## config.mk

```make
export PLATFORM = sky130hd
export DESIGN_NAME = board_input_conditioner_flat
export DESIGN_NICKNAME = d
export VERILOG_FILES = /design/src/rtl/board_input_conditioner_if.sv /design/src/rtl/board_input_conditioner.sv /design/src/flat_wrapper.sv
export SDC_FILE = /design/constraint.sdc
export NUM_CORES = 1
export LEC_CHECK = 0
export CORE_UTILIZATION = 62
export DETAILED_ROUTE_END_ITERATION = 10
export GPL_TIMING_DRIVEN = 0
export PLACE_DENSITY_LB_ADDON = 0.05
export SLEW_MARGIN = 20
export SYNTH_ARGS = -nofsm -noshare
export SYNTH_HDL_FRONTEND = slang
export SYNTH_SLANG_ARGS = --single-unit
export TNS_END_PERCENT = 20
```

## constraint.sdc

```tcl
create_clock -name clk_clk -period 4.25 [get_ports clk_clk]
set_input_delay 0.6375 -clock clk_clk [delete_from_list [all_inputs] [get_ports clk_clk]]
set_output_delay 0.6375 -clock clk_clk [all_outputs]
set_load 0.03 [all_outputs]
```

## src/rtl/board_input_conditioner_if.sv

```systemverilog
// Pin-side and system-side signals of the board input conditioner.
// Latency: none (wiring only).
// Backpressure: none; every signal is a level or a single-cycle pulse.
interface board_input_conditioner_if #(
    parameter int N_KEYS = 2,
    parameter int N_SW   = 10
) ();
    // Raw board pins (asynchronous to the system clock)
    logic [N_KEYS-1:0] key_n_in;
    logic [N_SW-1:0]   sw_in;

    // Conditioned outputs in the system clock domain
    logic [N_KEYS-1:0] pushbuttons_out;
    logic [N_SW-1:0]   switches_out;
    logic [N_KEYS-1:0] key_press;
    logic [N_KEYS-1:0] key_release;
    logic              sw_change;

    // Board / stimulus side: drives pins, observes conditioned values
    modport master (
        output key_n_in,
        output sw_in,
        input  pushbuttons_out,
        input  switches_out,
        input  key_press,
        input  key_release,
        input  sw_change
    );

    // Conditioner side
    modport slave (
        input  key_n_in,
        input  sw_in,
        output pushbuttons_out,
        output switches_out,
        output key_press,
        output key_release,
        output sw_change
    );
endinterface

```

## src/rtl/board_input_conditioner.sv

```systemverilog
// Synchronizes, debounces and edge-detects DE10-Lite KEY/SW pins for the Qsys system.
// Latency: 2 + DB_CYCLES clk_clk edges from pin step to level output, +1 for pulses.
// Backpressure: none; outputs are levels and single-cycle pulses. Macro KEY_REPEAT_EN adds key auto-repeat.
module board_input_conditioner #(
    parameter int N_KEYS               = 2,
    parameter int N_SW                 = 10,
    parameter int DB_CYCLES            = 500000,
    parameter int REPEAT_DELAY_CYCLES  = 25000000,
    parameter int REPEAT_PERIOD_CYCLES = 5000000
) (
    input  logic                    clk_clk,
    input  logic                    reset_reset_n,
    board_input_conditioner_if.slave io
);

    localparam int N_BITS = N_KEYS + N_SW;
    localparam int CW     = (DB_CYCLES < 1) ? 1 : $clog2(DB_CYCLES + 1);
    localparam logic [CW-1:0] DB_LAST = CW'(DB_CYCLES - 1);

    // Keys occupy the low bits, switches the high bits; everything active-high.
    logic [N_BITS-1:0] raw;
    logic [N_BITS-1:0] sync0;
    logic [N_BITS-1:0] sync1;
    logic [N_BITS-1:0] db;
    logic [N_BITS-1:0] db_d;

    logic [N_KEYS-1:0] key_db;
    logic [N_KEYS-1:0] key_db_d;
    logic [N_SW-1:0]   sw_db;
    logic [N_SW-1:0]   sw_db_d;
    logic [N_KEYS-1:0] rep_fire;

    logic [N_KEYS-1:0] key_press_q;
    logic [N_KEYS-1:0] key_release_q;
    logic              sw_change_q;

    // Keys are inverted before the synchronizer so reset value 0 means "not pressed".
    assign raw = {io.sw_in, ~io.key_n_in};

    // Two-flop synchronizer for every pin
    always_ff @(posedge clk_clk or negedge reset_reset_n) begin
        if (!reset_reset_n) begin
            sync0 <= '0;
            sync1 <= '0;
        end else begin
            sync0 <= raw;
            sync1 <= sync0;
        end
    end

    generate
        for (genvar b = 0; b < N_BITS; b++) begin : g_db
            logic [CW-1:0] cnt;
            logic          db_bit;

            // Output only moves after sync1 has disagreed for DB_CYCLES consecutive cycles
            always_ff @(posedge clk_clk or negedge reset_reset_n) begin
                if (!reset_reset_n) begin
                    cnt    <= '0;
                    db_bit <= 1'b0;
                end else if (sync1[b] == db_bit) begin
                    cnt <= '0;
                end else if (cnt == DB_LAST) begin
                    db_bit <= sync1[b];
                    cnt    <= '0;
                end else begin
                    cnt <= cnt + 1'b1;
                end
            end

            assign db[b] = db_bit;
        end
    endgenerate

    assign key_db   = db[N_KEYS-1:0];
    assign key_db_d = db_d[N_KEYS-1:0];
    assign sw_db    = db[N_BITS-1:N_KEYS];
    assign sw_db_d  = db_d[N_BITS-1:N_KEYS];

`ifdef KEY_REPEAT_EN
    typedef enum logic [1:0] {
        RPT_IDLE   = 2'd0,
        RPT_DELAY  = 2'd1,
        RPT_REPEAT = 2'd2
    } rpt_state_t;

    localparam int RPT_MAX = (REPEAT_DELAY_CYCLES > REPEAT_PERIOD_CYCLES) ?
                             REPEAT_DELAY_CYCLES : REPEAT_PERIOD_CYCLES;
    localparam int RW      = (RPT_MAX < 1) ? 1 : $clog2(RPT_MAX + 1);
    localparam logic [RW-1:0] DELAY_LAST  = RW'(REPEAT_DELAY_CYCLES - 1);
    localparam logic [RW-1:0] PERIOD_LAST = RW'(REPEAT_PERIOD_CYCLES - 1);

    generate
        for (genvar k = 0; k < N_KEYS; k++) begin : g_rpt
            rpt_state_t    state;
            rpt_state_t    state_nxt;
            logic [RW-1:0] rcnt;
            logic [RW-1:0] rcnt_nxt;
            logic          fire;

            // Repeat state and hold-time counter
            always_ff @(posedge clk_clk or negedge reset_reset_n) begin
                if (!reset_reset_n) begin
                    state <= RPT_IDLE;
                    rcnt  <= '0;
                end else begin
                    state <= state_nxt;
                    rcnt  <= rcnt_nxt;
                end
            end

            // Fire only while the debounced key is still held, so a repeat
            // can never land in the same cycle as the release pulse.
            always_comb begin
                state_nxt = state;
                rcnt_nxt  = rcnt;
                fire      = 1'b0;
                case (state)
                    RPT_IDLE: begin
                        if (key_db[k]) begin
                            state_nxt = RPT_DELAY;
                            rcnt_nxt  = '0;
                        end
                    end
                    RPT_DELAY: begin
                        if (!key_db[k]) begin
                            state_nxt = RPT_IDLE;
                            rcnt_nxt  = '0;
                        end else if (rcnt == DELAY_LAST) begin
                            state_nxt = RPT_REPEAT;
                            rcnt_nxt  = '0;
                            fire      = 1'b1;
                        end else begin
                            rcnt_nxt = rcnt + 1'b1;
                        end
                    end
                    RPT_REPEAT: begin
                        if (!key_db[k]) begin
                            state_nxt = RPT_IDLE;
                            rcnt_nxt  = '0;
                        end else if (rcnt == PERIOD_LAST) begin
                            rcnt_nxt = '0;
                            fire     = 1'b1;
                        end else begin
                            rcnt_nxt = rcnt + 1'b1;
                        end
                    end
                    default: begin
                        state_nxt = RPT_IDLE;
                        rcnt_nxt  = '0;
                    end
                endcase
            end

            assign rep_fire[k] = fire;
        end
    endgenerate
`else
    // Without auto-repeat the repeat timing parameters have no effect.
    logic unused_rpt_cfg;
    assign unused_rpt_cfg = ^{REPEAT_DELAY_CYCLES, REPEAT_PERIOD_CYCLES};
    assign rep_fire       = '0;
`endif

    // Registered edge detection on the debounced levels
    always_ff @(posedge clk_clk or negedge reset_reset_n) begin
        if (!reset_reset_n) begin
            db_d          <= '0;
            key_press_q   <= '0;
            key_release_q <= '0;
            sw_change_q   <= 1'b0;
        end else begin
            db_d          <= db;
            key_press_q   <= (key_db & ~key_db_d) | rep_fire;
            key_release_q <= ~key_db & key_db_d;
            sw_change_q   <= |(sw_db ^ sw_db_d);
        end
    end

    assign io.pushbuttons_out = key_db;
    assign io.switches_out    = sw_db;
    assign io.key_press       = key_press_q;
    assign io.key_release     = key_release_q;
    assign io.sw_change       = sw_change_q;

endmodule

```

## src/flat_wrapper.sv

```systemverilog
// flat-port wrapper written by rule: the top's interface ports become plain ports
module board_input_conditioner_flat 
#(
    parameter int N_KEYS               = 2,
    parameter int N_SW                 = 10,
    parameter int DB_CYCLES            = 500000,
    parameter int REPEAT_DELAY_CYCLES  = 25000000,
    parameter int REPEAT_PERIOD_CYCLES = 5000000
)
  (clk_clk, reset_reset_n, io_key_n_in, io_sw_in, io_pushbuttons_out, io_switches_out, io_key_press, io_key_release, io_sw_change);
  board_input_conditioner_if #(.N_KEYS(N_KEYS), .N_SW(N_SW)) io_i ();
  input  logic clk_clk;
  input  logic reset_reset_n;
  input wire logic [$bits(io_i.key_n_in)-1:0] io_key_n_in;
  input wire logic [$bits(io_i.sw_in)-1:0] io_sw_in;
  output wire logic [$bits(io_i.pushbuttons_out)-1:0] io_pushbuttons_out;
  output wire logic [$bits(io_i.switches_out)-1:0] io_switches_out;
  output wire logic [$bits(io_i.key_press)-1:0] io_key_press;
  output wire logic [$bits(io_i.key_release)-1:0] io_key_release;
  output wire logic [$bits(io_i.sw_change)-1:0] io_sw_change;
  assign io_i.key_n_in = io_key_n_in;
  assign io_i.sw_in = io_sw_in;
  assign io_pushbuttons_out = io_i.pushbuttons_out;
  assign io_switches_out = io_i.switches_out;
  assign io_key_press = io_i.key_press;
  assign io_key_release = io_i.key_release;
  assign io_sw_change = io_i.sw_change;
  board_input_conditioner #(.N_KEYS(N_KEYS), .N_SW(N_SW), .DB_CYCLES(DB_CYCLES), .REPEAT_DELAY_CYCLES(REPEAT_DELAY_CYCLES), .REPEAT_PERIOD_CYCLES(REPEAT_PERIOD_CYCLES)) u_core (.clk_clk(clk_clk), .reset_reset_n(reset_reset_n), .io(io_i));
endmodule
```

After elaboration in Yosys (flattened, before gate mapping)
Cells that the tools add are included.
{ "word_totals": {"in_bits": 14, "elab_cells": 121, "regBits": 281, "output_inout_bits": 17} }
{ "op_classes": {"n_reduce_logical": 13, "n_addsub": 12, "n_bitwise": 18, "n_mux": 24, "n_eq_ne": 24} }
{ "ops": {"columns": ["operator", "n"], "rows": [
  ["19-bit 2-to-1 mux", 24],
  ["19-bit by 1-bit adder with 19-bit output, second input constant", 12],
  ["19-bit equality test, second input constant", 12],
  ["2-bit AND reduction", 12],
  ["1-bit equality test", 12],
  ["1-bit inverter", 12],
  ["10-bit OR reduction", 1],
  ["10-bit XOR", 1],
  ["2-bit inverter", 3],
  ["2-bit AND", 2]
]} }

Logic depth before layout (Yosys ltp)
{ "depth": {"depth_word": 3, "depth_mapped": 7} }

Worst setup path before layout
Ideal clock, no wire load.
{ "synth_path": {"path_type": "reg2reg", "startpoint": "reg u_core.g_db[5].cnt[11]", "endpoint": "reg u_core.g_db[5].db_bit", "arrival_time_ns": 1.904, "period_less_slack_ns": 2.029, "required_time_ns": 4.125, "setup_ns": 0.125, "path_slack_ns": 2.221, "stages_incl_launch_ff": 5, "cell_sequence": "dfrtp_1 or4_1 or4_1 nor2_1 mux2_2"} }
{ "synth_via": {"elab_chain_cells": 2} }
{ "synth_lines": {"columns": ["element", "line", "text"], "rows": [
  ["from (decl)", "board_input_conditioner.sv:53", "logic [CW-1:0] cnt;"],
  ["from (signal assigned)", "board_input_conditioner.sv:67", "cnt <= cnt + 1'b1;"],
  ["19-bit equality test", "board_input_conditioner.sv:63", "end else if (cnt == DB_LAST) begin"],
  ["2-bit AND reduction (no line)", null, null],
  ["to (signal assigned)", "board_input_conditioner.sv:64", "db_bit <= sync1[b];"],
  ["to (decl)", "board_input_conditioner.sv:54", "logic db_bit;"]
]} }
No other way between the ends.
A chain may end at the register's enable or synchronous reset.

Final worst setup path
{ "layout_path": {"startpoint": "reg u_core.g_db[4].db_bit", "endpoint": "out io_switches_out[2]"} }
{ "layout_lines": {"columns": ["element", "line", "text"], "rows": [
  ["from (decl)", "board_input_conditioner.sv:54", null],
  ["from (signal assigned)", "board_input_conditioner.sv:64", null],
  ["to (decl)", "flat_wrapper.sv:17", "output wire logic [$bits(io_i.switches_out)-1:0] io_switches_out;"]
]} }
No word-level cell between the ends.

==> results.json <==
{
  "synthToLayoutAreaGrowth_pct": 13.5,
  "post-route-cell-area_mm2": 0.0148,
  "synth.top_cell.area_share_pct": 53.9,
  "syn-cell-area_mm2": 0.0130,
  "synth_edf_count": 0,
  "fin_crit_sh_pct": 58.2,
  "coreArea_mm2": 0.0204,
  "crit_required_ns": 3.61,
  "critical_path_arrival_ns": 1.84,
  "clockRootBuffer": "clkbuf_16",
  "setup_viol": 0,
  "outcome": "complete, no violations",
  "syn-instance-count": 1261,
  "synth.distinct_cells": 42,
  "htree_levels": 1,
  "leakagePower_nw": 6.19,
  "finalClockSkew_ns": 0.0128,
  "synth-main-ff-cell": "dfrtp_1",
  "drc_errors": 0,
  "dieArea_mm2": 0.0216,
  "die_x_um": 147,
  "num_vias": 9351,
  "cp-start-kind": "register",
  "fin_nets": 1351,
  "vias_per_cell": 5.78,
  "ys_warn_count": 0,
  "grt_max_degree": 103,
  "worst_slew_pin_slew_ns": 0.739,
  "fmax_ghz": 0.404,
  "drive_gt1_share_pct": 8.53,
  "cts_setup_buffers": 0,
  "gp_congestion": 0.803,
  "cts_tree": "built",
  "pre_cts_ws_ns": 1.79,
  "dr.pass1.iters": 7,
  "maxSlewHeadroom_pct": 50.4,
  "start_util_pct": 63.9,
  "yosys-top-cells-area": "dfrtp_1 (54%), xor2_1 (7.7%), nor2_1 (5.6%)",
  "syn_area_per_cell_um2": 10.3,
  "cap_violations": 0,
  "numClockSinks": 281,
  "async_flop_share_pct": 100,
  "clk_latency_ns": 0.55,
  "reg2reg_setup_slack_ns": 1.79,
  "worstSetupEndpointType": "output pin",
  "portBuffers": 30,
  "grt_pass1_wl_mm": 41.5,
  "ys_ff_latch": 281,
  "synth_largest_area_cell": "dfrtp_1",
  "p_per_area_mw_per_mm2": 382,
  "hold_buffers": 0,
  "grt_setup_unrepaired": "no",
  "critPathKind": "register to output pin",
  "syn_nets": 1287,
  "hold_violations": 0,
  "antenna_cells": 0,
  "setup_ws_ns": 1.78,
  "crit_fanout": 5,
  "wirelength_mm": 23.7,
  "hp-class": "primary input to asynchronous set/reset pin",
  "cts_max_path_buffers": 3,
  "fp-row-count": 52,
  "clk_pin_slew_ns": 0.06,
  "grt_antenna_before_repair": 0,
  "place_area_mm2": 0.0137,
  "vdd_drop_max_mv": 0.313,
  "grt_usage_pct": 22.7,
  "grt_pass1_vias": 9087,
  "die_h_um": 147,
  "ant_nets": 0,
  "ys_seq_area_share_pct": 53.9,
  "min_period_ns": 2.47,
  "pin_count": 31,
  "overflow": 0,
  "wl_per_cell_um": 14.7,
  "drt_iter0_markers": 413,
  "numCtsBuffers": 30,
  "cts_resized": 0,
  "finalMaxSlewViolations": 0,
  "hpwl_mm": 15.4
}
synthesized netlist by cell type (2+ instances only):
cell      instances
dfrtp_1         281
nor4_1           29
and4_1           28
nor3_1           20
nor4bb_1          3
buf_4            12
or2_2             7
nor2_1          194
clkbuf_1         16
and2_1            5
nand4_1          70
o31ai_1          23
o21ai_1           4
nand3_1          73
or4b_2            5
xnor2_1          59
mux2_2           12
o21ai_2           3
buf_6             2
or3b_2            2
or4_1            33
buf_2            11
nor2b_1           5
a21oi_1          52
inv_1            33
xor2_1          115
and3_1            6
or3_1            33
o31ai_4           2
ha_1             12
o21ai_4           2
nor4b_1          10
o21ai_0          27
o41ai_1           2
nand2_1          63
worst paths after layout:
path | from | end | depth (start not counted)
min in group clk_clk | u_core.sync0[2] | u_core.sync1[2] | 0
max in group asynchronous | reset_reset_n | u_core.g_db[11].cnt[6] | 2
setup reg to reg | u_core.g_db[10].cnt[0] | u_core.g_db[10].cnt[7] | 7
hold / removal | reset_reset_n | u_core.g_db[9].cnt[17] | 1
setup / recovery | u_core.g_db[4].db_bit | io_switches_out[2] | 2
hold reg to reg | u_core.sync0[2] | u_core.sync1[2] | 0
cell families (layout without fill, tap and decap cells):
group,after synthesis,count (layout),synth area share [%]
flip-flops,281,281,53.9
adder cells (fa/ha/maj),12,12,1.15
buffers and inverters,74,161,2.69
multiplexers,12,12,1.04
AO/OA/AOI/OAI,116,116,5.51
XOR/XNOR,174,174,11.7
AND/OR/NAND/NOR,592,592,24.0
state kept, by name (all words and copies together) (netlist names):
register,cells
u_core.io.key_release,2
u_core.io.sw_change,1
u_core.g_db.cnt,228
u_core.sync1,12
u_core.io.key_press,2
u_core.sync0,12
u_core.db_d,12
u_core.g_db.db_bit,12
area by class of cell:
type                            count  area [um2]
Inverter                           33         124
Tap cell                          270         338
Sequential cell                   281        7030
Multi-Input combinational cell    906        5660
Clock inverter                     16         201
Timing Repair Buffer               32         360
Buffer                             41         228
Clock buffer                       39         856
Fill cell                        1475        5630
cell usage in the layout (no fill, tap or decap), drive strengths merged:
cell type      Yosys  routed
dfrtp            281     281
and2               5       5
or4b               6       6
xor2             115     115
inv               33      34
nor2b              5       5
clkinvlp           0       4
nand3b             1       1
or2                7       7
nand4bb            1       1
a21oi             52      52
nor4bb             3       3
nand4b             1       1
and4              28      28
or3               33      33
xnor2             59      59
nor3b              1       1
and3               6       6
buf               25      28
nand3             73      73
or4               33      33
mux2              12      12
nand2             63      63
or3b               2       2
ha                12      12
nor4              29      29
nor2             194     194
nand4             71      71
clkinv             0       7
nor3              20      20
nor4b             10      10
o31ai             26      26
clkdlybuf4s50      0      29
bufinv             0       4
o41ai              2       2
o21ai             36      36
clkbuf            16      55
critical path, stage by stage (launching register included):
cell and delay [ns]:
dfrtp_1 0.48, buf_4 0.15, clkdlybuf4s50_1 0.65
per-stage QoR:
stage	hold slack, ns	power (W)	instances	utilization [%]	TNS [ns]
global placement	0.332	0.00297	1561	67.0	-2601.45
detailed placement	0.335	0.00297	1563	67.3	0
floorplan	0.331	0.00287	1261	-	0
global route	0.0990	0.00585	1618	72.5	0
CTS	0.0862	0.00571	1618	72.5	0
finish	0.0609	0.00565	1618	72.5	0
report_power, final:
part           internal (W)  switching, W  total [W]
logic             0.0000532      0.000118   0.000171
registers           0.00271     0.0000339    0.00275
clock network       0.00166       0.00107    0.00273
total               0.00443       0.00122    0.00565
routing by layer:
layer / GRT usage [%] / routed length [um] / part of all wire [%] / up-vias
met3: 3.14 / 895 / 3.8 / 41
met2: 37.4 / 11300 / 47 / 147
met1: 31.8 / 11200 / 47 / 4570
met4: 6.24 / 390 / 1.6 / 0
met5: 0 / 0 / 0 / -
li1: - / - / - / 4593
(Power assumes the default switching activity.)
